--- config.mk ---
export PLATFORM = sky130hd
export DESIGN_NAME = bnn_frame_loader
export DESIGN_NICKNAME = d
export VERILOG_FILES = /design/src/rtl/bnn_frame_loader.sv
export SDC_FILE = /design/constraint.sdc
export NUM_CORES = 1
export LEC_CHECK = 0
export BUFFER_PORTS_ARGS = -buffer_cell sky130_fd_sc_hd__buf_2
export CORE_MARGIN = 10
export CORE_UTILIZATION = 40
export DETAILED_ROUTE_END_ITERATION = 10
export PLACE_DENSITY = 0.58
export SETUP_SLACK_MARGIN = 0.15
export SLEW_MARGIN = 25
export SYNTH_ARGS = -nofsm -noshare
export SYNTH_HDL_FRONTEND = slang
export SYNTH_SLANG_ARGS = --single-unit
--- constraint.sdc ---
create_clock -name iCLK -period 2.4 [get_ports iCLK]
set_input_delay 0.24 -clock iCLK [delete_from_list [all_inputs] [get_ports iCLK]]
set_output_delay 0.24 -clock iCLK [all_outputs]
set_load 0.03 [all_outputs]
--- src/rtl/bnn_frame_loader.sv ---
// Serial-to-row packer that fills BNN input memory MEM0 with one binarised frame,
// kicks off the BNN, and captures the resulting class index.
module bnn_frame_loader #(
  parameter int ROW_W = 28,
  parameter int ROWS  = 48,
  parameter int AW    = 6,
  parameter int CW    = 4
) (
  input  logic             iCLK,
  input  logic             iRSTn,
  input  logic             iCLR,
  input  logic             iBIT,
  input  logic             iBIT_VALID,
  input  logic             iSOF,
  output logic             oBIT_READY,
  output logic [AW-1:0]    oMEM0WrADDR,
  output logic [ROW_W-1:0] oMEM0WrDATA,
  output logic             oMEM0Wr_EN,
  output logic             oSTART,
  input  logic             iDONE,
  input  logic [CW-1:0]    iCLASS,
  output logic [CW-1:0]    oCLASS,
  output logic             oCLASS_VALID,
  output logic             oBUSY,
  output logic             oERR
);

  localparam int BW = $clog2(ROW_W);

  typedef enum logic [1:0] {IDLE, LOAD, START, BUSY} state_t;

  state_t           state_reg, state_next;
  logic [BW-1:0]    bit_cnt_reg;
  logic [AW-1:0]    row_cnt_reg;
  logic [ROW_W-1:0] shift_reg;
  logic             ready_reg, wr_en_reg, start_reg, class_valid_reg, err_reg, done_d_reg;
  logic [AW-1:0]    wr_addr_reg;
  logic [ROW_W-1:0] wr_data_reg;
  logic [CW-1:0]    class_reg;

  logic             accept, restart, row_end, last_row, done_rise;
  logic [ROW_W-1:0] packed_row;

  always_comb begin
    accept     = iBIT_VALID && ready_reg;
    restart    = accept && iSOF;
    row_end    = accept && !iSOF && (state_reg == LOAD) && (bit_cnt_reg == BW'(ROW_W - 1));
    last_row   = (row_cnt_reg == AW'(ROWS - 1));
    done_rise  = iDONE && !done_d_reg;
    packed_row = {shift_reg[ROW_W-2:0], iBIT};

    state_next = state_reg;
    case (state_reg)
      IDLE:  if (restart) state_next = LOAD;
      LOAD:  if (row_end && last_row) state_next = START;
      START: state_next = BUSY;
      BUSY:  if (done_rise) state_next = IDLE;
      default: state_next = IDLE;
    endcase
  end

  always_ff @(posedge iCLK or negedge iRSTn) begin
    if (!iRSTn) begin
      state_reg <= IDLE;
    end else if (iCLR) begin
      state_reg <= IDLE;
    end else begin
      state_reg <= state_next;
    end
  end

  always_ff @(posedge iCLK or negedge iRSTn) begin
    if (!iRSTn) begin
      bit_cnt_reg     <= '0;
      row_cnt_reg     <= '0;
      shift_reg       <= '0;
      ready_reg       <= 1'b0;
      wr_en_reg       <= 1'b0;
      start_reg       <= 1'b0;
      class_valid_reg <= 1'b0;
      err_reg         <= 1'b0;
      done_d_reg      <= 1'b0;
      wr_addr_reg     <= '0;
      wr_data_reg     <= '0;
      class_reg       <= '0;
    end else if (iCLR) begin
      bit_cnt_reg     <= '0;
      row_cnt_reg     <= '0;
      shift_reg       <= '0;
      ready_reg       <= 1'b0;
      wr_en_reg       <= 1'b0;
      start_reg       <= 1'b0;
      class_valid_reg <= 1'b0;
      err_reg         <= 1'b0;
      done_d_reg      <= 1'b0;
      wr_addr_reg     <= '0;
      wr_data_reg     <= '0;
      class_reg       <= '0;
    end else begin
      wr_en_reg       <= 1'b0;
      class_valid_reg <= 1'b0;
      start_reg       <= (state_reg == START);
      done_d_reg      <= iDONE;
      ready_reg       <= (state_next == IDLE) || (state_next == LOAD);

      // An SOF beat always (re)starts the frame; in LOAD it also flags the abort.
      if (restart) begin
        bit_cnt_reg <= BW'(1);
        row_cnt_reg <= '0;
        shift_reg   <= {{(ROW_W-1){1'b0}}, iBIT};
        if (state_reg == LOAD) err_reg <= 1'b1;
      end else if (accept && state_reg == LOAD) begin
        shift_reg <= packed_row;
        if (row_end) begin
          bit_cnt_reg <= '0;
          wr_en_reg   <= 1'b1;
          wr_addr_reg <= row_cnt_reg;
          wr_data_reg <= packed_row;
          row_cnt_reg <= last_row ? '0 : row_cnt_reg + AW'(1);
        end else begin
          bit_cnt_reg <= bit_cnt_reg + BW'(1);
        end
      end

      if (state_reg == BUSY && done_rise) begin
        class_reg       <= iCLASS;
        class_valid_reg <= 1'b1;
      end
    end
  end

  assign oBIT_READY   = ready_reg;
  assign oMEM0Wr_EN   = wr_en_reg;
  assign oMEM0WrADDR  = wr_addr_reg;
  assign oMEM0WrDATA  = wr_data_reg;
  assign oSTART       = start_reg;
  assign oCLASS       = class_reg;
  assign oCLASS_VALID = class_valid_reg;
  assign oERR         = err_reg;
  assign oBUSY        = (state_reg != IDLE);

endmodule
; Word-level counts from Yosys, hierarchy flattened
; Cells that the tools add are included.
[totals]
register_bits = 84
output_inout_bits = 44
ramBits = 0
mem_count = 0
rom_bits = 0
word_cells = 86
input_bits = 11
latch_bits = 0
[classes]
n_reduce_logical = 25
muxes = 39
multipliers = 0
magnitude_cmp = 0
n_eq_ne = 7
n_div = 0
n_bitwise = 0
n_shift = 0
addsub = 2
[ops]
columns = operator, n
row1 = 2-to-1 mux 28 bit, 4
row2 = 2-to-1 mux 27 bit, 3
row3 = 2-to-1 mux 6 bit, 9
row4 = 2-to-1 mux 5 bit, 4
row5 = 2-to-1 mux 1 bit, 12
row6 = nonzero test 2 bit, 6
row7 = logical AND 1 bit, 9
row8 = 2-to-1 mux 2 bit, 4
row9 = 2-to-1 mux 4 bit, 2
row10 = case mux 2 bit (4 select lines), 1
row11 = "adder 6 x 1 -> 6 bit, second input constant", 1
row12 = "== test 6 bit, second input constant", 1
row13 = nonzero test 3 bit, 2
row14 = "adder 5 x 1 -> 5 bit, second input constant", 1
row15 = "== test 5 bit, second input constant", 1
row16 = "== test 2 x 1 -> 1 bit, second input constant", 2
row17 = "== test 2 bit, second input constant", 2
row18 = logical NOT 2 bit, 2
row19 = AND reduction 2 bit, 2
row20 = AND reduction 3 bit, 1
row21 = logical NOT 1 bit, 2
row22 = "!= test 2 bit, second input constant", 1
row23 = logical OR 1 bit, 1

; Logic depth before layout (Yosys ltp)
; Gate-level depths: netlist (run 1).
[logic_depth]
depth_word = 10
depth_mapped = 7
mapped_depth_nobuf = 5

; Least setup slack after synthesis (run 1)
; OpenSTA, ideal clock, no wires.
[synth_timing]
path_type = register -> register
from = register ready_reg, in the netlist oBIT_READY
to = register shift_reg[0]
period_less_slack_ns = 1.680
arrival_time_ns = 1.555
slack_ns = 0.720
stages_incl_launch_ff = 6
path_buffers = 1
required_ns = 2.275
setup_time_ns = 0.125
cell_sequence = dfrtp_1 > and3_1 > or2_1 > nor2_2 > buf_4 > mux2_2
[synth_via]
elab_chain_len = 4
word_cells_on_any_way = 6
classes_between = mux (2) / reduce/logical (4)
[synth_rtl]
columns = element, line_no
row1 = "start, declared", 36  ; logic ready_reg, wr_en_reg, start_reg, class_valid_reg, err_reg, done_d_reg;
row2 = "start signal, assigned", 104  ; ready_reg <= (state_next == IDLE) || (state_next == LOAD);
row3 = logical AND 1 bit (*), 45  ; accept = iBIT_VALID && ready_reg;
row4 = logical AND 1 bit, 46  ; restart = accept && iSOF;
row5 = 2-to-1 mux 27 bit, 107  ; if (restart) begin
row6 = 2-to-1 mux 27 bit, 86  ; end else if (iCLR) begin
row7 = "end signal, assigned", 110  ; shift_reg <= {{(ROW_W-1){1'b0}}, iBIT};
row8 = "end signal, assigned", 113  ; shift_reg <= packed_row;
row9 = "end, declared", 35  ; logic [ROW_W-1:0] shift_reg;
; Every way passes the cells marked *; elsewhere a longest branch is shown, timed or not.
; A chain may end at the register's enable or synchronous reset.

; Final worst setup path (run 1)
[layout_timing]
from = register bit_cnt_reg[0]
to = register wr_data_reg[19], in the netlist oMEM0WrDATA[19]
[layout_via]
elab_chain_len = 4
[layout_rtl]
columns = element, line_no
row1 = "start, declared", 33  ; logic [BW-1:0] bit_cnt_reg;
row2 = "start signal, assigned", 121  ; bit_cnt_reg <= bit_cnt_reg + BW'(1);
row3 = == test 5 bit, 47  ; row_end = accept && !iSOF && (state_reg == LOAD) && (bit_cnt_reg == BW'(ROW_W - 1));
row4 = logical AND 1 bit, 47
row5 = nonzero test 2 bit (no line), -
row6 = AND reduction 3 bit (no line), -
row7 = "end signal, assigned", 118  ; wr_data_reg <= packed_row;
row8 = "end, declared", 38  ; logic [ROW_W-1:0] wr_data_reg;
; No other way between the ends.

==> impl_metrics.yaml, run 1 <==
logic_synthesis:
  postSynthCellCount: 236
  yosys.cell_count.top_type: "dfrtp_1"
  synth_top_area_share_pct: 64.07
  ys_seq_area_share_pct: 64.07
  ys_top_cells_by_area: "dfrtp_1 (64%), a22o_1 (16%), buf_6 (1.7%), nor2_1 (1.6%), mux2i_1 (1.5%)"
  synth_edf_count: 0
  syn_avg_cell_area_um2: 13.90
  ys_ff_latch: 84
  async_flop_share_pct: 100.0
  synth_fp_nets: 249
  synthFlopType: "dfrtp_1"
  synth_cell_type_count: 39
  netlist_area_um2: 3281
  netlist_top_cells_count: "dfrtp_1 (84), a22o_1 (61), nor2_1 (14)"
  yosysWarningCount: 0
  yosys.area.top_type: "dfrtp_1"
grt:
  grt_pass1_vias: 2137
  grt_pass1_wl_um: 11470
  track_usage_pct: 11.36
  grt_max_degree: 46
  grt_overflow: 0
  antenna_found_initial: 0
drt:
  vias: 2105
  viasPerCell: 5.263
  wl_per_cell_um: 16.80
  drc: 0
  drtPass1Iterations: 4
  drtIter0Drc: 92
  wl_um: 6718
  ant_nets: 0
worst_setup_path:
  crit_fanout: 21
  arrival_ns: 2.32
  startpoint: "bit_cnt_reg[0]$_DFFE_PN0P_"
  critical_path_class: "reg2reg"
  endpoint_kind: "flip-flop"
  r2r-start: "bit_cnt_reg[0]$_DFFE_PN0P_"
  critPathLaunchType: "flip-flop"
  required_ns: 2.70
timing:
  post-route-min-period_ns: 2.024
  rsz0062_at_grt: "no"
  skew_ns: 0.01085
  tightest_slew_ns: 0.5908
  holdWs_ns: 0.1228
  hold_viol: 0
  worst_slack_ns: 0.3755
  setup_tns_ns: 0
  fmax_mhz: 494.0
  fin_crit_sh_pct: 84.35
  relSlewSlack_pct: 60.57
  setup_viol: 0
  report.final.slew_viol_count: 0
final_layout:
  fillers: 733
  largest_reg_flops: 28
  final_cells: 400
  syn_to_final_growth_pct: 17.58
  fin_area_um2: 3857
  drive_gt1_share_pct: 28.52
  diodes: 0
  nets: 306
clocking:
  path_clk_slew_ns: 0.09
  htree_levels: 3
  cts_buffer_depth: 2
  cts_setup_buffers: 0
  cts-buffers-inserted: 9
  clk_latency_ns: 0.36
  cts_root_buf: "clkbuf_8"
  clock-sinks: 84
  tritoncts: "built"
job:
  maxCapViolations: 0
die:
  start_util_pct: 41.80
  ios: 55
  dieArea_um2: 12220
  die_h_um: 110.6
  rows: 32
  core-area_um2: 7848
  die_x_um: 110.6
place:
  dp.cells: 383
  port_buffers: 54
  place_ws_ns: 0.3231
  gp_congestion: 0.8064
  dpl.hpwl_um: 4475
  place_area_um2: 3646
min_path:
  hold_class: "in2reg"
  min_from: "iDONE"
power:
  p_per_area_nw_per_um2: 658.1
  ir_worst_vdd_mv: 0.3208
  p_leak_nw: 2.010
run_status:
  status: "finished clean"
cell families (layout without fill, tap and decap cells):
group	after synthesis	after routing	synth area share, %
flip-flops	84	84	64.07
multiplexers	6	6	1.869
adder cells (fa/ha/maj)	2	2	0.7627
AND/OR/NAND/NOR	46	46	9.116
XOR/XNOR	7	7	1.869
buffers and inverters	19	81	3.737
AO/OA/AOI/OAI	72	72	18.57
power breakdown:
| part | total (mW) | switching, mW | leakage [nW] | internal (mW) |
|---|---|---|---|---|
| combinational | 0.100 | 0.0733 | 0.745 | 0.0270 |
| clock | 1.01 | 0.506 | 0.0983 | 0.507 |
| sequential | 1.43 | 0.00625 | 1.17 | 1.42 |
| total | 2.54 | 0.585 | 2.01 | 1.95 |
what timing repair did:
item / CTS / global route
hold buffers: 1 / 0
gates resized for setup: 0 / 0
endpoints found under the hold margin: 39 / 0
per-stage QoR:
stage	util (%)	power [mW]
after floorplan	-	1.504
after detailed placement	46.46	1.557
after global routing	49.16	2.641
final	49.16	2.539
after CTS	49.16	2.573
after global placement	46.46	1.556
critical path: stages, from the launching register on:
cell and delay, ns:
dfrtp_1 0.40, ha_1 0.28, nand4b_4 0.19, nor3_1 0.10, nor2_2 0.47, buf_4 0.35, a22o_1 0.17
metal layers:
| metal | global-route usage, % | vias up | part of all wire [%] |
|---|---|---|---|
| li1 | - | 1001 | - |
| met1 | 15.34 | 1052 | 49 |
| met2 | 15.73 | 40 | 44 |
| met3 | 2.917 | 12 | 4.5 |
| met4 | 7.168 | 0 | 2.5 |
| met5 | 0 | - | 0 |
placed cells by master (no fill, tap or decap), drive strengths merged, types with 4 or more instances in the layout:
cell    synthesis  routed
dfrtp          84      84
a22o           61      61
buf            12      60
nor2           15      15
clkbuf          3      10
nor3            8       8
nand2           5       5
mux2i           5       5
xnor2           5       5
inv             4       4
path summary, 6_finish.rpt:
kind,endpoint,slack [ns],cells after the start
min reg2reg,oMEM0WrDATA[6]$_DFFE_PN0P_,0.50,1
max,oMEM0WrDATA[19]$_DFFE_PN0P_,0.38,6
min,done_d_reg$_DFF_PN0_,0.12,2
min in group asynchronous,oCLASS[3]$_DFFE_PN0P_,0.42,2
max reg2reg,oMEM0WrDATA[19]$_DFFE_PN0P_,0.38,6
max in group asynchronous,shift_reg[16]$_DFFE_PN0P_,1.37,3
layout make-up:
class | count | area [um2] | area share, %
Timing Repair Buffer | 61 | 352.8 | 9.147
Multi-Input combinational cell | 133 | 1059 | 27.44
Sequential cell | 84 | 2102 | 54.49
Tap cell | 102 | 127.6 | 3.308
Inverter | 4 | 15.01 | 0.3892
Clock buffer | 10 | 137.6 | 3.568
Clock inverter | 6 | 63.81 | 1.654
(Power assumes the default switching activity.)
==> run 2, diff against run 1 <==
- clock period: 2.4 -> 1.89 ns (I/O delays scaled with it)
==> impl_metrics.yaml, run 2 (synthesis gave the netlist of run 1 again) <==
run_status:
  status: "finished clean"
place:
  dp.cells: 388
  dpl.hpwl_um: 4599
  place_ws_ns: 0.1296
  port_buffers: 54
  gp_congestion: 0.8084
power:
  p_leak_nw: 2.044
  switching_power_mw: 0.7874
  p_int_mw: 2.338
  clkPwrFrac_pct: 37.7
  p_sw_share_pct: 25.19
  combPwrFrac_pct: 4.4
  ir_worst_vdd_mv: 0.3203
  p_per_area_nw_per_um2: 796.8
  finalPower_mw: 3.125
  seqPwrFrac_pct: 57.9
timing:
  setup_tns_ns: 0
  hold_viol: 0
  setup_viol: 0
  holdWs_ns: 0.07091
  skew_ns: 0.01749
  fmax_mhz: 614.4
  fin_crit_sh_pct: 86.12
  relSlewSlack_pct: 64.57
  worst_slack_ns: 0.2624
  rsz0062_at_grt: "no"
  post-route-min-period_ns: 1.628
  report.final.slew_viol_count: 0
  tightest_slew_ns: 0.5315
worst_setup_path:
  cpLargestDelayFamily: "simple AND/OR/NAND/NOR gates"
  endpoint_kind: "flip-flop"
  arrival_ns: 1.87
  crit_fanout: 21
  cpPeakStageDelay_ns: 0.38
  required_ns: 2.13
  slowest_stage: "dfrtp_1"
  critical_path_class: "reg2reg"
  worst-path-buf-inv: 1
  critPathLaunchType: "flip-flop"
  crit_chain: "ha_2 -> nand4b_4 -> nor3_4 -> nor2_2 -> buf_4 -> a22o_1"
drt:
  viasPerCell: 5.108
  ant_nets: 0
  drtIter0Drc: 85
  drtPass1Iterations: 4
  wl_per_cell_um: 16.64
  vias: 2084
  wl_um: 6788
  drc: 0
final_layout:
  most-common-layout-cells: "dfrtp_1 (84), a22o_1 (61), buf_2 (53)"
  drive_gt1_share_pct: 31.70
  multi_input_area_um2: 1092
  final_cells: 408
  fillers: 739
  syn_to_final_growth_pct: 19.57
  final_common_cell: "dfrtp_1"
  diodes: 0
  nets: 314
  largest_reg_flops: 28
  seq_area_um2: 2102
die:
  core-area_um2: 7848
  die_x_um: 110.6
  rows: 32
  start_util_pct: 41.80
  dieArea_um2: 12220
  ios: 55
  die_h_um: 110.6
grt:
  track_usage_pct: 11.54
  grt_max_degree: 45
  grt_overflow: 0
  grt_pass1_vias: 2233
  grt_pass1_wl_um: 11750
  antenna_found_initial: 0
clocking:
  htree_levels: 3
  clock-sinks: 84
  tritoncts: "built"
  clk_latency_ns: 0.36
  path_clk_slew_ns: 0.09
  cts_root_buf: "clkbuf_8"
  cts_buffer_depth: 2
  cts-buffers-inserted: 9
job:
  maxCapViolations: 0
min_path:
  hold_class: "in2reg"
run 2: repair_timing:
item	CTS	global route
hold endpoints to repair	40	0
setup buffers	0	3
hold buffers	1	0
cloned	0	0
setup endpoints to repair	2	42
pin swaps	0	0
gates resized for setup	1	6
run 2: power by group through the flow:
stage                     Sequential, mW  Combinational [mW]  Clock [mW]
after floorplan                     1.85              0.0621           0
after global placement              1.85               0.138           0
after detailed placement            1.85               0.139           0
after CTS                           1.81               0.140        1.21
after global routing                1.81               0.156        1.29
final                               1.81               0.136        1.18
run 2: worst paths after layout:
path,start,endpoint,cells past startpoint,slack [ns]
worst min register to register,oMEM0WrDATA[23]$_DFFE_PN0P_,oMEM0WrDATA[23]$_DFFE_PN0P_,1,0.50
worst min-delay path,iBIT,oMEM0WrDATA[0]$_DFFE_PN0P_,2,0.07
min in group asynchronous,iRSTn,oERR$_DFFE_PN0P_,2,0.36
max in group asynchronous,iRSTn,oMEM0WrDATA[1]$_DFFE_PN0P_,3,0.90
worst max-delay path,bit_cnt_reg[1]$_DFFE_PN0P_,oMEM0WrDATA[27]$_DFFE_PN0P_,6,0.26
worst max register to register,bit_cnt_reg[1]$_DFFE_PN0P_,oMEM0WrDATA[27]$_DFFE_PN0P_,6,0.26
run 2: per-layer routing:
layer | up-vias | GRT usage [%] | share of wire [%]
met5 | - | 0 | 0
met2 | 35 | 16.35 | 45
li1 | 1020 | - | -
met1 | 1020 | 15.58 | 48
met4 | 0 | 6.218 | 2.1
met3 | 9 | 3.133 | 4.6
run 2: cell type report:
type / instances / area share (%)
flip-flops and latches: 84 / 53.59
multi-input cells: 133 / 27.85
clock buffers: 9 / 3.158
repair buffers: 69 / 10.30
clock inverters: 7 / 1.467
well taps: 102 / 3.254
inverters: 4 / 0.3828
run 2: per-stage QoR:
stage | utilization (%) | cell area, um2
after floorplan | - | 3281
after global placement | 46.78 | 3671
after detailed placement | 46.78 | 3671
after CTS | 49.30 | 3869
after global routing | 49.98 | 3923
final | 49.98 | 3923
==> run 3, diff against run 2 <==
- REMOVE_ABC_BUFFERS: not set -> 1
==> impl_metrics.yaml, run 3 (synthesis gave the netlist of run 1 again) <==
power:
  finalPower_mw: 3.154
  p_int_mw: 2.340
  p_per_area_nw_per_um2: 806.1
  ir_worst_vdd_mv: 0.3708
  p_leak_nw: 2.035
  clkPwrFrac_pct: 38.1
  seqPwrFrac_pct: 57.5
  p_sw_share_pct: 25.80
  switching_power_mw: 0.8137
  combPwrFrac_pct: 4.5
clocking:
  htree_levels: 3
  cts_setup_buffers: 0
  clk_latency_ns: 0.36
  cts_buffer_depth: 2
  clock-sinks: 84
  path_clk_slew_ns: 0.09
  tritoncts: "built"
  cts_root_buf: "clkbuf_8"
  cts-buffers-inserted: 9
place:
  gp_congestion: 0.7792
  port_buffers: 54
  place_ws_ns: 0.1310
  dp.cells: 388
  dpl.hpwl_um: 4748
min_path:
  hold_path_end: "oMEM0WrDATA[0]$_DFFE_PN0P_"
  holdPathStages: 2
  min_from: "iBIT"
  hold_class: "in2reg"
timing:
  setup_viol: 0
  relSlewSlack_pct: 72.08
  report.final.slew_viol_count: 0
  post-route-min-period_ns: 1.637
  hold_viol: 0
  tightest_slew_ns: 0.4188
  fin_crit_sh_pct: 86.60
  skew_ns: 0.009602
  worst_slack_ns: 0.2532
  fmax_mhz: 610.9
  rsz0062_at_grt: "yes"
final_layout:
  syn_to_final_growth_pct: 19.26
  drive_gt1_share_pct: 31.02
  final_common_cell: "dfrtp_1"
  final_cells: 405
  fin_util_pct: 49.86
  fillers: 740
  largest_reg_flops: 28
  most-common-layout-cells: "dfrtp_1 (84), a22o_1 (61), buf_2 (53)"
  nets: 311
  diodes: 0
drt:
  drc: 0
  wl_per_cell_um: 17.78
  top_layer_used: "met4"
  vias: 2134
  wl_met1_um: 3413
  ant_nets: 0
  drtPass1Iterations: 4
  viasPerCell: 5.269
  wl_met2_um: 3319
  wl_um: 7201
  wl_met3_um: 288
  drtIter0Drc: 75
die:
  die_x_um: 110.6
  die_h_um: 110.6
  core-area_um2: 7848
  ios: 55
  dieArea_um2: 12220
  start_util_pct: 41.80
  rows: 32
run_status:
  status: "finished clean"
worst_setup_path:
  critical_path_class: "reg2reg"
  reg2reg_to: "row_cnt_reg[5]$_DFFE_PN0P_"
  critPathLaunchType: "flip-flop"
  required_ns: 2.14
  arrival_ns: 1.89
  endpoint_kind: "flip-flop"
  rrSetupSlack_ns: 0.25
  crit_fanout: 6
  reg2reg_depth: 6
  r2r-start: "bit_cnt_reg[0]$_DFFE_PN0P_"
grt:
  grt_pass1_wl_um: 12170
  antenna_found_initial: 0
  grt_overflow: 0
  grt_pass1_vias: 2272
  track_usage_pct: 12.04
  grt_max_degree: 37
job:
  maxCapViolations: 0
## run 3: cell count changes in the layout (fill, tap and decap cells not counted), sizes merged
cell,previous run,this run
buf,68,65
inv,7,8
clkinvlp,2,1
## run 3: repair_timing
action / CTS / global route
setup endpoints to repair: 20 / 30
endpoints found under the hold margin: 28 / 0
pin swaps: 0 / 0
hold buffers: 1 / 0
gates resized for setup: 1 / 6
## run 3: cell type report
| class | count | area [um2] | share of cell area [%] |
|---|---|---|---|
| Timing Repair Buffer | 66 | 394.1 | 10.07 |
| Tap cell | 102 | 127.6 | 3.262 |
| Sequential cell | 84 | 2102 | 53.73 |
| Clock inverter | 7 | 56.30 | 1.439 |
| Clock buffer | 9 | 123.9 | 3.166 |
| Multi-Input combinational cell | 133 | 1094 | 27.95 |
| Inverter | 4 | 15.01 | 0.3838 |
## run 3: worst max-delay path by stage
stage                          startpoint                    endpoint  slack, ns  cells past startpoint
6_report       bit_cnt_reg[0]$_DFFE_PN0P_  row_cnt_reg[5]$_DFFE_PN0P_       0.25                      6
5_1_grt            state_reg[0]$_DFF_PN0_   shift_reg[12]$_DFFE_PN0P_       0.13                      4
2_1_floorplan  bit_cnt_reg[0]$_DFFE_PN0P_  oMEM0WrADDR[0]$_DFFE_PN0P_      -0.37                      5
3_5_place_dp   bit_cnt_reg[0]$_DFFE_PN0P_  oMEM0WrDATA[7]$_DFFE_PN0P_       0.13                      6
4_1_cts        bit_cnt_reg[0]$_DFFE_PN0P_  row_cnt_reg[3]$_DFFE_PN0P_       0.17                      5
3_3_place_gp   bit_cnt_reg[0]$_DFFE_PN0P_      state_reg[0]$_DFF_PN0_       0.20                      6
## run 3: layer usage
layer  global-route usage [%]  vias up
li1                         -     1007
met1                    15.85     1069
met2                    17.72       44
met3                    2.971       14
met4                    6.477        0
met5                        0        -
## run 3: worst max-delay path, cell delays in order, from the launching register on
cell and delay, ns:
dfrtp_1 0.43, ha_4 0.19, nand4b_4 0.19, buf_4 0.22
nor4_2 0.30, xnor2_1 0.15, nor2_1 0.06
## run 3: power groups by stage
stage | registers [mW] | clock network [mW] | logic, mW
5_1_grt | 1.81 | 1.31 | 0.158
6_report | 1.81 | 1.20 | 0.140
4_1_cts | 1.81 | 1.24 | 0.143
2_1_floorplan | 1.85 | 0 | 0.0434
3_5_place_dp | 1.85 | 0 | 0.140
3_3_place_gp | 1.85 | 0 | 0.139
## run 3: metrics by stage
step,TNS (ns),hold slack (ns),instance area [um2]
2_1_floorplan,-13.04,-0.1066,3173
3_3_place_gp,0,0.1454,3684
3_5_place_dp,0,0.1573,3684
4_1_cts,0,0.06557,3879
5_1_grt,0,0.07119,3913
6_report,0,0.08091,3913
